`src/rtl/event_cdc_pkg.sv`:
```
// Shared definitions for the toggle-based event CDC link (tx and rx ends).
package event_cdc_pkg;

  // FSM encodings shared by strobe_to_toggle_tx and toggle_to_strobe.
  typedef enum logic {
    ST_IDLE = 1'b0,
    ST_WAIT = 1'b1
  } cdc_state_t;

  // Smallest legal flip spacing and synchronizer depth.
  localparam int MIN_GAP_MIN     = 2;
  localparam int SYNC_STAGES_MIN = 2;

endpackage

```
`src/rtl/sync_ff.sv`:
```
// Multi-flop level synchronizer; output is the last stage of the chain.
module sync_ff #(
  parameter int STAGES = 2
) (
  input  logic i_clk,
  input  logic i_rst,
  input  logic i_d,
  output logic o_q
);

  logic [STAGES-1:0] r_sync;

  // Shift the asynchronous input through the flop chain.
  always_ff @(posedge i_clk or posedge i_rst) begin
    if (i_rst) r_sync <= '0;
    else       r_sync <= {r_sync[STAGES-2:0], i_d};
  end

  assign o_q = r_sync[STAGES-1];

endmodule

```
`src/rtl/strobe_to_toggle_tx.sv`:
```
// Source end of the toggle event CDC link: queues strobes in a saturating
// counter and emits one o_toggle flip per event, spaced for safe recovery.
// Build option: STROBE_TO_TOGGLE_TX_ACK_EN selects closed-loop pacing on the
// synchronized echo i_ack_toggle; otherwise flips are paced by a MIN_GAP timer.
//
// state   | meaning
// --------+--------------------------------------------------------------
// ST_IDLE | no flip in flight; next strobe or queued event flips at once
// ST_WAIT | flip in flight; hold off until gap expires / ack matches
//
// A WAIT whose gap has just completed behaves like IDLE for one decision:
// if work is waiting it flips and reloads directly, so a drain runs at exactly
// one flip per MIN_GAP cycles instead of losing a cycle passing through IDLE.
module strobe_to_toggle_tx
  import event_cdc_pkg::*;
#(
  parameter int CNT_WIDTH   = 4,
  parameter int MIN_GAP     = 4,
  parameter int SYNC_STAGES = 2
) (
  input  logic                 i_clk,
  input  logic                 i_rst,
  input  logic                 i_strobe,
  input  logic                 i_ack_toggle,
  output logic                 o_toggle,
  output logic [CNT_WIDTH-1:0] o_pending,
  output logic                 o_busy,
  output logic                 o_drop,
  output logic                 o_overflow
);

  localparam logic [CNT_WIDTH-1:0] CNT_MAX = '1;

  if (MIN_GAP < MIN_GAP_MIN) begin : g_bad_min_gap
    $error("strobe_to_toggle_tx: MIN_GAP must be at least 2");
  end
  if (SYNC_STAGES < SYNC_STAGES_MIN) begin : g_bad_sync_stages
    $error("strobe_to_toggle_tx: SYNC_STAGES must be at least 2");
  end

  cdc_state_t            r_state;
  cdc_state_t            w_state_nxt;
  logic                  r_toggle;
  logic [CNT_WIDTH-1:0]  r_pending;
  logic [CNT_WIDTH-1:0]  w_pending_nxt;
  logic                  r_drop;
  logic                  r_overflow;
  logic                  w_gap_done;
  logic                  w_work;
  logic                  w_flip;
  logic                  w_bypass;
  logic                  w_inc;
  logic                  w_dec;
  logic                  w_sat;

`ifdef STROBE_TO_TOGGLE_TX_ACK_EN
  logic w_ack_sync;

  sync_ff #(
    .STAGES (SYNC_STAGES)
  ) u_ack_sync (
    .i_clk (i_clk),
    .i_rst (i_rst),
    .i_d   (i_ack_toggle),
    .o_q   (w_ack_sync)
  );

  // The destination has caught up once its echo equals our current level.
  assign w_gap_done = (w_ack_sync == r_toggle);
`else
  localparam int               GAP_W    = $clog2(MIN_GAP);
  localparam logic [GAP_W-1:0] GAP_LOAD = GAP_W'(MIN_GAP - 1);

  logic [GAP_W-1:0] r_gap;
  logic             w_unused_ack;

  assign w_unused_ack = i_ack_toggle;

  // Gap down-counter: reload on every flip, count down to zero while waiting.
  always_ff @(posedge i_clk or posedge i_rst) begin
    if (i_rst)                                   r_gap <= '0;
    else if (w_flip)                             r_gap <= GAP_LOAD;
    else if (r_state == ST_WAIT && r_gap != '0)  r_gap <= r_gap - 1'b1;
  end

  assign w_gap_done = (r_gap == '0);
`endif

  assign w_work = i_strobe | (r_pending != '0);

  // Next-state and flip decision.
  always_comb begin
    w_state_nxt = r_state;
    w_flip      = 1'b0;
    case (r_state)
      ST_IDLE: begin
        if (w_work) begin
          w_flip      = 1'b1;
          w_state_nxt = ST_WAIT;
        end
      end
      ST_WAIT: begin
        if (w_gap_done) begin
          if (w_work) w_flip = 1'b1;
          else        w_state_nxt = ST_IDLE;
        end
      end
      default: w_state_nxt = ST_IDLE;
    endcase
  end

  // A strobe arriving with an empty queue rides the flip directly and is never counted.
  assign w_bypass = w_flip & i_strobe & (r_pending == '0);
  assign w_dec    = w_flip & (r_pending != '0);
  assign w_inc    = i_strobe & ~w_bypass;
  assign w_sat    = w_inc & ~w_dec & (r_pending == CNT_MAX);

  // Saturating pending-count update.
  always_comb begin
    w_pending_nxt = r_pending;
    if (w_inc && !w_dec && !w_sat) w_pending_nxt = r_pending + 1'b1;
    else if (w_dec && !w_inc)      w_pending_nxt = r_pending - 1'b1;
  end

  // Registered state, toggle level, queue and error flags.
  always_ff @(posedge i_clk or posedge i_rst) begin
    if (i_rst) begin
      r_state    <= ST_IDLE;
      r_toggle   <= 1'b0;
      r_pending  <= '0;
      r_drop     <= 1'b0;
      r_overflow <= 1'b0;
    end else begin
      r_state    <= w_state_nxt;
      r_pending  <= w_pending_nxt;
      r_drop     <= w_sat;
      if (w_flip) r_toggle   <= ~r_toggle;
      if (w_sat)  r_overflow <= 1'b1;
    end
  end

  assign o_toggle   = r_toggle;
  assign o_pending  = r_pending;
  assign o_busy     = (r_state != ST_IDLE) | (r_pending != '0);
  assign o_drop     = r_drop;
  assign o_overflow = r_overflow;

endmodule

```
`config.mk`:
```
export PLATFORM = sky130hd
export DESIGN_NAME = strobe_to_toggle_tx
export DESIGN_NICKNAME = d
export VERILOG_FILES = /design/src/rtl/event_cdc_pkg.sv /design/src/rtl/sync_ff.sv /design/src/rtl/strobe_to_toggle_tx.sv
export SDC_FILE = /design/constraint.sdc
export NUM_CORES = 1
export LEC_CHECK = 0
export CAP_MARGIN = 20
export CORE_AREA = 2 2 39 41
export CTS_CLUSTER_SIZE = 25
export DETAILED_ROUTE_END_ITERATION = 16
export DIE_AREA = 0 0 41 43
export PLACE_DENSITY = 0.72
export REMOVE_ABC_BUFFERS = 1
export SLEW_MARGIN = 0
export SYNTH_ARGS = -nofsm -noshare
export SYNTH_HDL_FRONTEND = slang
export SYNTH_SLANG_ARGS = --single-unit
```
`constraint.sdc`:
```
create_clock -name i_clk -period 2.7 [get_ports i_clk]
set_input_delay 0.27 -clock i_clk [delete_from_list [all_inputs] [get_ports i_clk]]
set_output_delay 0.27 -clock i_clk [all_outputs]
set_load 0.01 [all_outputs]
```
Word level (Yosys, flattened, before mapping)
Index checks and enable logic that the tools add are counted.

cells by class
  add/subtract/negate cells = 3
  eq/ne operators = 1
  muxes and demuxes = 9
  bitwise logic cells = 12
  reduce and logical (&&, ||, !) cells = 13

operators by type and width
  cell                 number
  $mux 4               2
  $and 1x1->1          6
  $reduce_bool 2->1    3
  $add 4x1->4 const B  1
  $eq 4x4->1 const B   1
  $logic_and 1x1->1    4
  $logic_not 4->1      1
  $mux 2               2
  $not 1->1            4
  $pmux 1 s2           2
  $reduce_bool 4->1    1
  $sub 4x1->4 const B  1
  $logic_not 1->1      3
  $mux 1               3
  $logic_not 2->1      1
  $or 1x1->1           2
  $sub 2x1->2 const B  1

word-level totals
  register bits after elaboration = 10
  bits of input ports = 4
  output and inout port bits = 8
  word-level logic and storage cells = 44

Longest topological paths before layout
  depth in word-level cells = 14
  mapped depth = 10
  depth with buffers taken out = 10

Least setup slack after synthesis
No wires, ideal clock.

  path kind = register to register
  from = reg r_gap[0]
  to = reg r_pending[3], in the netlist o_pending[3]
  setup time = 0.080 ns
  arrival time = 2.015 ns
  data required time = 2.620 ns
  slack = 0.605 ns
  cell stages (with the launch flop) = 11
  path buffers = 0
  period minus slack after synthesis = 2.095 ns
  cells stage by stage = dfrtp_1 inv_1 ha_1 nor2b_1 and3_1 inv_1 ha_1 a21o_1 a21oi_1 mux2i_1 xnor2_1

on the way
  word-level cells in the longest chain between the ends = 12
  elaborated cells on any way between the ends = 19
  classes of those cells = mux (3); bitwise (8); reduce/logical (8)

RTL lines
  item                                                line                        text
  from (decl)                                         strobe_to_toggle_tx.sv:74   logic [GAP_W-1:0] r_gap;
  from (signal assigned)                              strobe_to_toggle_tx.sv:83   else if (r_state == ST_WAIT && r_gap != '0) r_gap <= r_gap - 1'b1;
  $logic_not 2->1 (*)                                 strobe_to_toggle_tx.sv:86   assign w_gap_done = (r_gap == '0);
  $mux 1 (*)                                          strobe_to_toggle_tx.sv:103  if (w_gap_done) begin
  $pmux 1 s2 (*)                                      strobe_to_toggle_tx.sv:95   case (r_state)
  $and 1x1->1 (2 in series)                           strobe_to_toggle_tx.sv:113  assign w_bypass = w_flip & i_strobe & (r_pending == '0);
  $not 1->1                                           strobe_to_toggle_tx.sv:115  assign w_inc = i_strobe & ~w_bypass;
  $and 1x1->1                                         strobe_to_toggle_tx.sv:115
  $and 1x1->1 (2 in series)                           strobe_to_toggle_tx.sv:116  assign w_sat = w_inc & ~w_dec & (r_pending == CNT_MAX);
  $logic_not 1->1                                     strobe_to_toggle_tx.sv:121  if (w_inc && !w_dec && !w_sat) w_pending_nxt = r_pending + 1'b1;
  $logic_and 1x1->1                                   strobe_to_toggle_tx.sv:121
  $mux 4 / $reduce_bool 2->1 (equally long branches)  -
  to (signal assigned)                                strobe_to_toggle_tx.sv:135  r_pending <= w_pending_nxt;
  to (decl)                                           strobe_to_toggle_tx.sv:44   logic [CNT_WIDTH-1:0] r_pending;

Mark *: on every way between the ends. The rest lies on a longest branch, timed or not.
A chain may end at the register's enable or synchronous reset.

Worst setup path after layout
  from = reg r_gap[0]
  to = reg r_pending[2], in the netlist o_pending[2]

The elaborated chain is that of the path after synthesis.

==> impl_results.md <==
- Synthesized area: between 500 and 600 um2
- Worst path max stage delay: 380 ps
- Final WL: roughly 820 um
- Post-DP Area: about 670 um2
- Leading area contributor after synthesis: dfrtp_1
- Cells after Synth: 50
- Final-stage net count: 73
- Die width: between 40 and 50 um
- Std cell rows: 14
- Clock transition at path regs: about 60 ps
- P&R area growth vs syn: 26.7%
- CP Buf/Inv Count: 2
- Tcrit/Tclk final: 0.812
- Average vias per placed instance: approximately 4.6
- Async S/R FF share, synth: 1.00
- I/O Pins: 12
- Critical path origin: r_gap[0]$_DFFE_PP0P_
- Core area: around 1400 um2
- Final hold vios: 0
- Post-synth top cells: dfrtp_1 (10), a21oi_1 (4), inv_1 (4)
- Placed cell count: 76
- Critical-path cell list: inv_1 > ha_1 > nor2b_1 > and3_1 > inv_1 > fa_1 > xnor2_1 > nor3_1 > a211oi_1 > a21oi_1
- Mean Syn Cell Area: roughly 11 um2
- Worst slew margin: 0.743
- RSZ-0062 raised after global routing: no
- Post-Route Setup TNS: 0 ps
- Dpl ws: about 380 ps
- Vias: around 370
- Yosys top cell area share: 0.461
- Global placement routability congestion: slightly below 0.7
- # Post-CTS Setup Buffers: 0
- Htree depth: 1
- DRT Pass-1 Iters: 2
- CTS tree: done
- Residual DRC: 0
- R2R depth: 10
- Initial antenna violation count: 0
- Dpl hpwl: between 600 and 700 um
- Crit Path Max Fanout: 3
- Hold slack: ~300 ps
- Antenna diodes: 0
- Die area: roughly 1800 um2
- Number of flops mapped to enable cells by yosys: 0
- Critical Path Sink Type: flop
- Min cycle time layout: between 2000 and 2500 ps
- Cell area after layout: 688 um2
- Critical path class: reg2reg
- Gr usage total: 0.112
- Critical path data required time: roughly 2800 ps
- Max-capacitance violation count: 0
- Largest net degree at the start of global routing: 13
- Post-layout power: approximately 0.87 mW
- Hold-fix buffers at CTS: 0
- Setup slack, reg-to-reg: 510 ps
- CP max-delay cell: fa_1
- Layout cells sized above 1: 0.127
- LEAKAGE: around 0.29 nW
- Drt initial violations: 4
- Worst Setup Start Kind: flop
- CTS resizes: 0
- CTS max path bufs: 2
- Outcome: complete, no violations
- Max Slew Vio Count: 0
- Worst min-delay path class: in2async
- Tightest Pin Transition: around 390 ps
- Max Clock Skew: roughly 2.0 ps
- Synth warnings: 0
- Worst VDD drop: 0.000580 V
- Root Buffer: clkbuf_4
- CP Capture Point: o_pending[2]$_DFFE_PP0P_
- Setup-failing EPs final: 0
- Fillers: roughly 130
- TritonCTS buffer count: 3
- Non-Filler Instances: approximately 80
- Initial Util: 0.392
- Seq/Total Area, Yosys: 0.461
- CP most frequent cell: inv_1
- Worst r2r src: r_gap[0]$_DFFE_PP0P_
- Clock Latency Late Sink: approximately 250 ps
- CTS sink cnt: 10
- Prevailing post-synth register cell: dfrtp_1
- DR WL/cell: around 10 um
- Vias in the first global route: roughly 340
- Final core utilization: 0.497
- Area taken by multi-input logic gates: between 200 and 300 um2
- Synth area leaders: dfrtp_1 (46%), ha_1 (6.9%), xnor2_1 (4.8%), nor4_4 (3.9%), a21oi_1 (3.7%)
- IO Port Bufs: 10
- PwrDens: roughly 1300 nW/um2
- Register area: about 250 um2
- CP top delay family: adder cells
- Global-route wire length before repair: between 1 and 1.5 mm
- Residual overflow from global routing: 0
- Max Fclk: between 400 and 500 MHz
- Die Ht: ~43 um
- Critical Path AT: about 2300 ps
- Top-count cell post-synth: dfrtp_1
- DRT antenna net count: 0
- Yosys reg bits: 10
- R2R Path End: o_pending[2]$_DFFE_PP0P_
- Critical path depth: 10
- Yosys cell types: 25
- Worst setup margin: 508 ps
## cell families after synthesis
kind of cell               count (synthesis)  synth area share
adders and majority gates                  4             0.106
xor gates and xnor gates                   4            0.0645
AOI/OAI and AO/OA                          7            0.0737
and+or+nand+nor                           18             0.219
buffers and inverters                      5            0.0368
DFF                                       10             0.461
muxes                                      2            0.0392
## layout by cell type, fill, tap and decap left out
| cell | count |
|---|---|
| clkbuf_4 | 3 |
| ha_1 | 3 |
| nand2_1 | 1 |
| dfrtp_1 | 10 |
| clkdlybuf4s50_1 | 10 |
| mux2_1 | 1 |
| nor2_1 | 2 |
| nor4_4 | 1 |
| o21ai_0 | 1 |
| xor2_1 | 1 |
| xnor2_1 | 3 |
| inv_1 | 4 |
| or2_2 | 1 |
| nand4_1 | 1 |
| mux2i_1 | 1 |
| a21oi_1 | 4 |
| a21o_1 | 1 |
| a211oi_1 | 1 |
| nand2b_1 | 3 |
| and3_1 | 1 |
| nor3_1 | 3 |
| buf_4 | 1 |
| fa_1 | 1 |
| nor2_2 | 1 |
| nand3_1 | 1 |
| nor2b_1 | 2 |
| nor3_2 | 1 |
## area by class of cell
cell class | instances | area share
Multi-Input combinational cell | 35 | 0.396
Sequential cell | 10 | 0.364
Inverter | 4 | 0.0218
Tap cell | 16 | 0.0291
Timing Repair Buffer | 11 | 0.156
Clock buffer | 3 | 0.0327
## how the worst min path moves through the flow
stage                                      start                        to  depth (start not counted)
after global placement    o_overflow$_DFFE_PP0P_    o_overflow$_DFFE_PP0P_                          1
after detailed placement  o_overflow$_DFFE_PP0P_    o_overflow$_DFFE_PP0P_                          1
after global routing                       i_rst         r_state$_DFF_PP0_                          2
after floorplan                            i_rst          o_drop$_DFF_PP0_                          1
final                                      i_rst      r_gap[0]$_DFFE_PP0P_                          2
after CTS                                  i_rst  o_pending[2]$_DFFE_PP0P_                          2
## report_power, final
part           total, mW  internal, mW  switching, mW
sequential         0.300         0.217         0.0826
clock             0.0940        0.0511         0.0430
combinational      0.475         0.258          0.216
total              0.869         0.527          0.342
## worst reg2reg max path, delay by kind of cell, from the launching register on
family | cells | cell delay (ps)
fa+ha+maj | 2 | 570
simple gates | 3 | 470
flops | 1 | 360
compound gates | 2 | 280
xor+xnor | 1 | 220
buf+inv | 2 | 160
## registers in the layout, indices dropped and copies added (netlist names)
| register | count |
|---|---|
| r_gap | 2 |
| o_drop | 1 |
| o_overflow | 1 |
| r_state | 1 |
| o_pending | 4 |
| o_toggle | 1 |
## metal layers
| metal | vias to the layer above | global-route usage | routed length (um) |
|---|---|---|---|
| met1 | 164 | 0.149 | 394 |
| met4 | 0 | 0.0600 | 0 |
| met5 | - | 0 | 0 |
| met3 | 0 | 0.0157 | 19 |
| li1 | 196 | - | - |
| met2 | 5 | 0.169 | 410 |
No activity file was read; power rests on OpenSTA's default activity.
